[src/rtl/mac_pkg.sv]
// ---------------------------------------------------------------------------
// mac_pkg
//   Shared definitions for the MAC sequencer slice: default operand and
//   partial-sum widths, and the sequencer FSM state encoding.
// ---------------------------------------------------------------------------
package mac_pkg;

  localparam int BW_DEF      = 4;   // activation / weight width
  localparam int PSUM_BW_DEF = 16;  // partial-sum width

  typedef enum logic [1:0] {
    ST_IDLE  = 2'd0,
    ST_ISSUE = 2'd1,
    ST_WAIT  = 2'd2,
    ST_DONE  = 2'd3
  } state_t;

endpackage : mac_pkg

[src/rtl/mac_seq_fifo.sv]
// ---------------------------------------------------------------------------
// mac_seq_fifo
//   Synchronous DEPTH-entry FIFO holding packed (activation, weight) pairs.
//   Pointers carry one extra wrap bit so full and empty are told apart
//   without a separate occupancy counter. The read port is combinational
//   (first-word fall-through), so the head entry can be registered by the
//   consumer in the same cycle it is popped. A pushed entry is only visible
//   after the clock edge that writes it; there is no same-cycle bypass.
//
// Ports
//   clk    in   rising-edge clock
//   reset  in   asynchronous, active-high reset (empties the FIFO)
//   push   in   write wdata (ignored when full)
//   wdata  in   W-bit entry
//   pop    in   advance read pointer (ignored when empty)
//   rdata  out  head entry (undefined content when empty)
//   full   out  DEPTH entries held
//   empty  out  no entries held
// ---------------------------------------------------------------------------
module mac_seq_fifo #(
  parameter int W     = 8,
  parameter int DEPTH = 4
) (
  input  logic         clk,
  input  logic         reset,
  input  logic         push,
  input  logic [W-1:0] wdata,
  input  logic         pop,
  output logic [W-1:0] rdata,
  output logic         full,
  output logic         empty
);

  localparam int AW = $clog2(DEPTH);

  logic [W-1:0] mem [DEPTH];
  logic [AW:0]  wr_ptr;
  logic [AW:0]  rd_ptr;
  logic         do_push;
  logic         do_pop;

  assign empty   = (wr_ptr == rd_ptr);
  assign full    = (wr_ptr[AW] != rd_ptr[AW]) &&
                   (wr_ptr[AW-1:0] == rd_ptr[AW-1:0]);
  assign do_push = push && !full;
  assign do_pop  = pop && !empty;
  assign rdata   = mem[rd_ptr[AW-1:0]];

  // NOTE: sequential state uses non-blocking (<=) so every register samples
  // pre-edge values regardless of block evaluation order.
  always_ff @(posedge clk or posedge reset) begin
    if (reset) begin
      wr_ptr <= '0;
      rd_ptr <= '0;
    end else begin
      if (do_push) wr_ptr <= wr_ptr + 1'b1;
      if (do_pop)  rd_ptr <= rd_ptr + 1'b1;
    end
  end

  // NOTE: storage is deliberately left out of reset; the pointers alone
  // define which entries are valid, and a resettable array costs a reset
  // net on every bit for no functional gain.
  always_ff @(posedge clk) begin
    if (do_push) mem[wr_ptr[AW-1:0]] <= wdata;
  end

endmodule : mac_seq_fifo

[src/rtl/mac_seq.sv]
// ---------------------------------------------------------------------------
// mac_seq
//   Upstream sequencer for mac_wrapper. (activation, weight) pairs are
//   buffered in a small FIFO; one pair is issued per MAC pass and the
//   returned partial sum is fed back as the next c operand. After len pairs
//   the final partial sum is offered on a valid/ready result port.
//   The block never adds: acc is exactly the value returned on mac_out, so
//   any two's-complement wrap comes from mac_wrapper.
//
// Ports
//   clk        in   rising-edge clock
//   reset      in   asynchronous, active-high reset
//   in_valid   in   pair on in_a/in_b valid
//   in_ready   out  FIFO can accept (= !full)
//   in_a       in   activation, unsigned, bw bits
//   in_b       in   weight, two's complement, bw bits
//   start      in   begin a dot product of length len (sampled in IDLE only)
//   len        in   number of pairs to accumulate
//   busy       out  state != IDLE
//   mac_a      out  to mac_wrapper.a
//   mac_b      out  to mac_wrapper.b
//   mac_c      out  to mac_wrapper.c (running accumulator)
//   mac_out    in   from mac_wrapper.out
//   res_valid  out  final partial sum available
//   res_ready  in   consumer accepts result
//   res_data   out  final partial sum
// ---------------------------------------------------------------------------
module mac_seq
  import mac_pkg::*;
#(
  parameter int bw      = BW_DEF,
  parameter int psum_bw = PSUM_BW_DEF,
  parameter int DEPTH   = 4,
  parameter int LEN_W   = 8,
  parameter int MAC_LAT = 1
) (
  input  logic               clk,
  input  logic               reset,
  input  logic               in_valid,
  output logic               in_ready,
  input  logic [bw-1:0]      in_a,
  input  logic [bw-1:0]      in_b,
  input  logic               start,
  input  logic [LEN_W-1:0]   len,
  output logic               busy,
  output logic [bw-1:0]      mac_a,
  output logic [bw-1:0]      mac_b,
  output logic [psum_bw-1:0] mac_c,
  input  logic [psum_bw-1:0] mac_out,
  output logic               res_valid,
  input  logic               res_ready,
  output logic [psum_bw-1:0] res_data
);

  localparam int WCNT_W = (MAC_LAT < 1) ? 1 : $clog2(MAC_LAT + 1);

  state_t              state;
  state_t              state_nxt;
  logic                pop;
  logic                fifo_full;
  logic                fifo_empty;
  logic [2*bw-1:0]     fifo_rdata;
  logic [LEN_W-1:0]    rem;
  logic [WCNT_W-1:0]   wcnt;
  logic [psum_bw-1:0]  acc;
  logic                last_wait;

  // ------------------------------------------------------------------------
  // Input FIFO: accepts pushes in every state; pops only from ISSUE.
  // ------------------------------------------------------------------------
  mac_seq_fifo #(
    .W     (2 * bw),
    .DEPTH (DEPTH)
  ) u_fifo (
    .clk   (clk),
    .reset (reset),
    .push  (in_valid),
    .wdata ({in_a, in_b}),
    .pop   (pop),
    .rdata (fifo_rdata),
    .full  (fifo_full),
    .empty (fifo_empty)
  );

  assign in_ready = !fifo_full;

  // Final WAIT cycle: mac_out is valid for the operands issued MAC_LAT ago.
  assign last_wait = (wcnt == WCNT_W'(1));

  // ------------------------------------------------------------------------
  // FSM state register
  // ------------------------------------------------------------------------
  always_ff @(posedge clk or posedge reset) begin
    if (reset) state <= ST_IDLE;
    else       state <= state_nxt;
  end

  // ------------------------------------------------------------------------
  // FSM next state and pop strobe
  // ------------------------------------------------------------------------
  // NOTE: every signal driven here gets a default first, so no path through
  // the case leaves it unassigned and no latch is inferred.
  always_comb begin
    state_nxt = state;
    pop       = 1'b0;
    case (state)
      ST_IDLE: begin
        if (start) state_nxt = (len == '0) ? ST_DONE : ST_ISSUE;
      end
      ST_ISSUE: begin
        // An empty FIFO simply stalls here with mac_* held.
        if (!fifo_empty) begin
          pop       = 1'b1;
          state_nxt = ST_WAIT;
        end
      end
      ST_WAIT: begin
        if (last_wait) state_nxt = (rem == LEN_W'(1)) ? ST_DONE : ST_ISSUE;
      end
      ST_DONE: begin
        // start in the handshake cycle is ignored: IDLE only sees it later.
        if (res_ready) state_nxt = ST_IDLE;
      end
      default: state_nxt = ST_IDLE;
    endcase
  end

  // ------------------------------------------------------------------------
  // Datapath: operand registers, counters, accumulator
  // ------------------------------------------------------------------------
  always_ff @(posedge clk or posedge reset) begin
    if (reset) begin
      mac_a <= '0;
      mac_b <= '0;
      rem   <= '0;
      wcnt  <= '0;
      acc   <= '0;
    end else begin
      case (state)
        ST_IDLE: begin
          if (start) begin
            rem <= len;
            acc <= '0;
          end
        end
        ST_ISSUE: begin
          if (pop) begin
            mac_a <= fifo_rdata[2*bw-1:bw];
            mac_b <= fifo_rdata[bw-1:0];
            wcnt  <= WCNT_W'(MAC_LAT);
          end
        end
        ST_WAIT: begin
          if (last_wait) begin
            acc <= mac_out;
            rem <= rem - 1'b1;
          end else begin
            wcnt <= wcnt - 1'b1;
          end
        end
        default: ;
      endcase
    end
  end

  // acc only changes at the end of the last WAIT cycle or on start, so
  // driving mac_c straight from it keeps c stable for the whole MAC pass.
  assign mac_c     = acc;
  assign res_data  = acc;
  assign busy      = (state != ST_IDLE);
  assign res_valid = (state == ST_DONE);

endmodule : mac_seq

[config.mk]
export PLATFORM = sky130hd
export DESIGN_NAME = mac_seq
export DESIGN_NICKNAME = d
export VERILOG_FILES = /design/src/rtl/mac_pkg.sv /design/src/rtl/mac_seq_fifo.sv /design/src/rtl/mac_seq.sv
export SDC_FILE = /design/constraint.sdc
export NUM_CORES = 1
export LEC_CHECK = 0
export ABC_CLOCK_PERIOD_IN_PS = 4200
export BUFFER_PORTS_ARGS = -buffer_cell sky130_fd_sc_hd__clkbuf_2
export CORE_ASPECT_RATIO = 1.4
export CORE_UTILIZATION = 57
export CTS_CLUSTER_DIAMETER = 120
export DETAILED_ROUTE_END_ITERATION = 10
export PLACE_DENSITY = 0.85
export SYNTH_ARGS = -nofsm -noshare
export SYNTH_HDL_FRONTEND = slang
export SYNTH_SLANG_ARGS = --single-unit
[constraint.sdc]
create_clock -name clk -period 4.2 [get_ports clk]
set_clock_uncertainty 0.05 [all_clocks]
set_input_delay 0.42 -clock clk [delete_from_list [all_inputs] [get_ports clk]]
set_output_delay 0.42 -clock clk [all_outputs]
set_load 0.02 [all_outputs]
; ---- Word-level counts from Yosys, hierarchy flattened
; Memories as Yosys holds them, arrays and structs flattened. A register that Yosys moved wholly into a read port is not among the register bits.
; Cells that the tools add are included.
[word_totals]
romBits = 0
ram_bits = 32
reg_bits = 33
elab_cells = 57
output_inout_bits = 43
input_bits = 37
latch_bits = 0
n_memories = 1
[memory_table]
columns = name, words, word_bits, rd, rd_ports_with_merged_regs, write_ports, line
row1 = u_fifo.mem, 4, 8, 1, 1, 1, mac_seq_fifo.sv:36  ; logic [W-1:0] mem [DEPTH];
[op_classes]
bitwise = 0
mux = 20
n_reduce_logical = 14
shifts = 0
add_sub_neg = 4
n_lt_le_gt_ge = 0
div = 0
mul = 0
eq_ne = 12
[ops]
columns = cell, n
row1 = 2-to-1 mux 16 bit, 2
row2 = case mux 16 bit (2 select lines), 1
row3 = 2-to-1 mux 8 bit, 2
row4 = case mux 8 bit (2 select lines), 1
row5 = 2-to-1 mux 2 bit, 6
row6 = equality test 8 x 1 -> 1 bit (second input constant), 1
row7 = logical NOT 8 bit, 1
row8 = case mux 2 bit (4 select lines), 1
row9 = subtractor 8 x 1 -> 8 bit (second input constant), 1
row10 = adder 3 x 1 -> 3 bit (second input constant), 2
row11 = 2-to-1 mux 1 bit, 6
row12 = inequality test 2 bit (second input constant), 3
row13 = nonzero test 2 bit, 3
row14 = equality test 2 bit (second input constant), 2
row15 = inequality test 2 x 1 -> 1 bit (second input constant), 2
row16 = AND reduction 2 bit, 2
row17 = AND reduction 4 bit, 1
row18 = equality test 3 bit, 1
row19 = logical AND 1 bit, 3
row20 = AND reduction 3 bit, 1
row21 = equality test 2 x 1 -> 1 bit (second input constant), 1
row22 = equality test 2 bit, 1
row23 = logical NOT 1 bit, 2
row24 = logical NOT 2 bit, 1
row25 = other kinds (3), 3

; ---- Longest topological paths before layout
[depth]
depth_word = 6
depth_mapped = 7
mapped_depth_nobuf = 6

; ---- Hierarchy
; From an unflattened synthesis, not the netlist that was laid out.
[unflattened]
hier_cells = 253
hier_area_um2 = 3423.3
[by_module_without_submodules]
columns = module, cells_per_inst, area_each_um2, instances
row1 = mac_seq, 162, 1765.4, 1
row2 = mac_seq_fifo, 91, 1657.8, 1

; ---- Worst setup path after synthesis
; OpenSTA, ideal clock, no wires.
[synth_path]
kind = reg-to-reg
from = register u_fifo.wr_ptr[2]
to = memory u_fifo.mem[3][0] (enable)
t_arrival_ns = 1.398
t_required_ns = 3.811
path_stages_with_launch = 4
path_slack_ns = 2.413
path_cell_list = dfrtp_1 -> xnor2_1 -> nand3b_1 -> and3_1
[synth_between]
elab_chain_len = 6
[synth_rtl]
columns = element, line
row1 = from (decl), mac_seq_fifo.sv:37  ; logic [AW:0] wr_ptr;
row2 = from (signal assigned), mac_seq_fifo.sv:56  ; if (do_push) wr_ptr <= wr_ptr + 1'b1;
row3 = inequality test 1 bit, mac_seq_fifo.sv:43  ; assign full = (wr_ptr[AW] != rd_ptr[AW]) &&
row4 = logical AND 1 bit, mac_seq_fifo.sv:43
row5 = logical NOT 1 bit, n/a
row6 = via in_ready, mac_seq.sv:40  ; output logic in_ready,
row7 = logical AND 1 bit, mac_seq_fifo.sv:45  ; assign do_push = push && !full;
row8 = 2-to-1 mux 1 bit, mac_seq_fifo.sv:65  ; if (do_push) mem[wr_ptr[AW-1:0]] <= wdata;
row9 = 2-to-1 mux 1 bit (implied by the code), mac_seq_fifo.sv:65
row10 = to (decl), mac_seq_fifo.sv:36
; The timed path passes the listed nets, and every way through them passes these cells.

; ---- Worst setup path in the final report
[layout_path]
from = register state[1]
to = register rem[6]
[layout_between]
elab_chain_len = 3
[layout_rtl]
columns = element, line
row1 = from (decl), mac_seq.sv:57  ; state_t state;
row2 = from (signal assigned), mac_seq.sv:95  ; else state <= state_nxt;
row3 = equality test 2 bit or logical NOT 2 bit (tied branches), mac_seq.sv:139  ; case (state)
row4 = inequality test 2 bit (no line) or nonzero test 2 bit (tied branches), n/a
row5 = AND reduction 3 bit (no line), n/a
row6 = to (signal assigned), mac_seq.sv:142  ; rem <= len;
row7 = to (signal assigned), mac_seq.sv:156  ; rem <= rem - 1'b1;
row8 = to (decl), mac_seq.sv:63  ; logic [LEN_W-1:0] rem;
; Parallel ways exist; a longest one is shown, timed or not.
; A chain may end at the register's enable or synchronous reset.

==> flow_summary.toml <==
[status]
status = "completed"

[detailed_routing]
avgViaCountPerCell = 5.63
dr.pass1.iters = 4
drtIter0Drc = 142
num_vias = 2009
drcViolationCount = 0
drt-total-wl_um = 5880
wl_met1_um = 2350
dr_wl_met2_um = 3110
wl_met3_um = 228
ant_nets = 0
highest_layer = "met4"
wire_per_inst_um = 16.5

[clock_network]
clockBufferDepth = 2
h-tree-depth = 3
cts_tree = "built"
path_clk_slew_ns = 0.08
root_buffer = "clkbuf_8"
clk_latency_ns = 0.34
ctsHoldBuffers = 0
post_cts_resized = 0
post_cts_buffers = 0
clock_sinks = 73
cts_buffers = 9

[global_routing]
antenna_found_initial = 0
grt_usage = 0.213
grt_first_pass_wirelength_um = 9180
grt_pass1_vias = 1910
grt_overflow = 0
grt_max_degree = 42

[cells_and_area]
mostFrequentLayoutCells = "79 x clkbuf_2, 41 x dfrtp_1, 32 x edfxtp_1"
fin_nets = 328
finalNonFillerCells = 357
layout_commonest_cell = "clkbuf_2"
area_growth_pct = 14.0
final_util = 0.675
antenna_cells = 0
drive_gt1_frac = 0.391

[sta]
fin_crit_sh = 0.528
slew_viol_final = 0
final.setup.tns_ns = 0
rsz0062_at_grt = "no"
setup_viol = 0
period_needed_ns = 2.22
fmax_mhz = 451
max-slew-margin-rel = 0.397
worstMarginPinSlew_ns = 0.904
finalHoldViolCount = 0

[floorplan]
pin_count = 80
die_y_um = 91.3
core_area_um2 = 5490
start_util = 0.592
rows = 32
die_w_um = 65.8
dieArea_um2 = 6000

[power]
ir_drop_mv = 0.460
power_leakage_nw = 1.62
fin_total_pwr_mw = 3.04
power-per-cell-area_nw_per_um2 = 822

[logic_synthesis]
synth.cell_area_um2 = 3250
synth_compound_area_frac = 0.104
syn_nets = 265
yosysWarnings = 0
synth-simple-area-share = 0.0709
ys_async_sr_fraction = 0.562
synth_fa_ha_area_frac = 0.0270
synth_cell_types = 52
synthCells = 221
synth_top_family_by_area = "compound AO/OA/AOI/OAI gates"
synth_ff_type = "dfrtp_1"
yosysSeqAreaShare = 0.612
synth_area_per_cell_um2 = 14.7
synth_seq_cells = 73
synth_edf_count = 32
synthMuxAreaShare = 0.0933
synthXorXnorAreaFrac = 0.0235

[worst_setup_path]
path_class = "flop to flop"
cp_data_arrival_time_ns = 2.42
path_cells = "mux2i_1 > or2_1 > nor4_1 > a311oi_1"
critPathMaxFanout = 27
cp_top_family = "simple AND/OR/NAND/NOR gates"
cp-start-kind = "flop"
worst-path-buf-inv = 0
cp.required_ns = 4.40
end_kind = "flop"
crit_path_max_incr_delay_ns = 0.73
cp_slowest_cell = "or2_1"

[worst_hold_path]
worstHoldPathType = "primary input to asynchronous set/reset pin"

[placed_design]
hpwl_um = 4090
portBuffers = 79
placed_cells_incl_taps = 341
gp_congestion = 0.879

[flow_run]
maxCapViolCount = 0
## state kept, by name (all words and copies together), names as in the netlist
| name | count |
|---|---|
| last_wait | 1 |
| state | 2 |
| mac_c | 16 |
| rem | 8 |
| u_fifo.wr_ptr | 3 |
| u_fifo.mem | 32 |
| mac_a | 4 |
| mac_b | 4 |
| u_fifo.rd_ptr | 3 |
## final timing paths
check | startpoint | endpoint | slack, ns | depth (start not counted)
max | state[1] | rem[6] | 1.98 | 4
min | reset | mac_a[3] | 0.13 | 3
max reg2reg | state[1] | rem[6] | 1.98 | 4
min reg2reg | u_fifo.wr_ptr[2] | u_fifo.wr_ptr[2] | 0.44 | 1
max in group asynchronous | reset | rem[7] | 3.59 | 3
min in group clk | in_a[1] | u_fifo.mem[2][5] | 0.23 | 1
## area by class of cell
class | count | area (um^2)
sequential | 73 | 1990
fill | 394 | 1780
multi-input combinational | 114 | 1030
timing repair buffer | 80 | 403
clock buffer | 9 | 124
tap | 68 | 85.1
clock inverter | 7 | 45.0
inverter | 6 | 22.5
## report_power, final
part	switching, mW	internal (mW)
Sequential	0.267	1.03
Clock	0.259	0.212
Combinational	0.730	0.548
Total	1.26	1.79
## logic make-up after synthesis
family,after synthesis
muxes,19
and+or+nand+nor,37
xor gates and xnor gates,7
buffers and inverters,34
AOI/OAI and AO/OA,44
DFF,73
adders and majority gates,7
## per-layer routing
layer,GRT usage,vias to the layer above
met5,0,-
met4,0.129,0
met3,0.0402,16
met2,0.361,69
met1,0.243,980
li1,-,944
## tightest hold or removal path, stage by stage
cell and delay, ns:
clkbuf_2 0.09, inv_1 0.04, buf_4 0.43
## synthesized netlist by cell type (all sizes together) (3+ instances only)
| master | instances | share of area |
|---|---|---|
| nand2 | 9 | 0.010 |
| mux4 | 8 | 0.056 |
| xnor2 | 5 | 0.018 |
| a22o | 16 | 0.043 |
| o21ai | 4 | 0.0062 |
| nor2 | 4 | 0.0046 |
| edfxtp | 32 | 0.30 |
| inv | 6 | 0.0069 |
| mux2 | 10 | 0.035 |
| a21oi | 8 | 0.012 |
| clkbuf | 4 | 0.0054 |
| dfrtp | 41 | 0.32 |
| nor4 | 3 | 0.010 |
| buf | 24 | 0.057 |
| a31oi | 3 | 0.010 |
| and3 | 4 | 0.0077 |
| ha | 7 | 0.027 |
## metrics by stage
step	worst slack, ns	area [um^2]	hold WS, ns
final	1.98	3700	0.127
after global routing	1.79	3700	0.181
after CTS	1.92	3700	0.150
after detailed placement	2.04	3530	0.430
after global placement	2.11	3530	0.425
after floorplan	2.41	3250	0.412
Power figures use the tool's default switching activity.
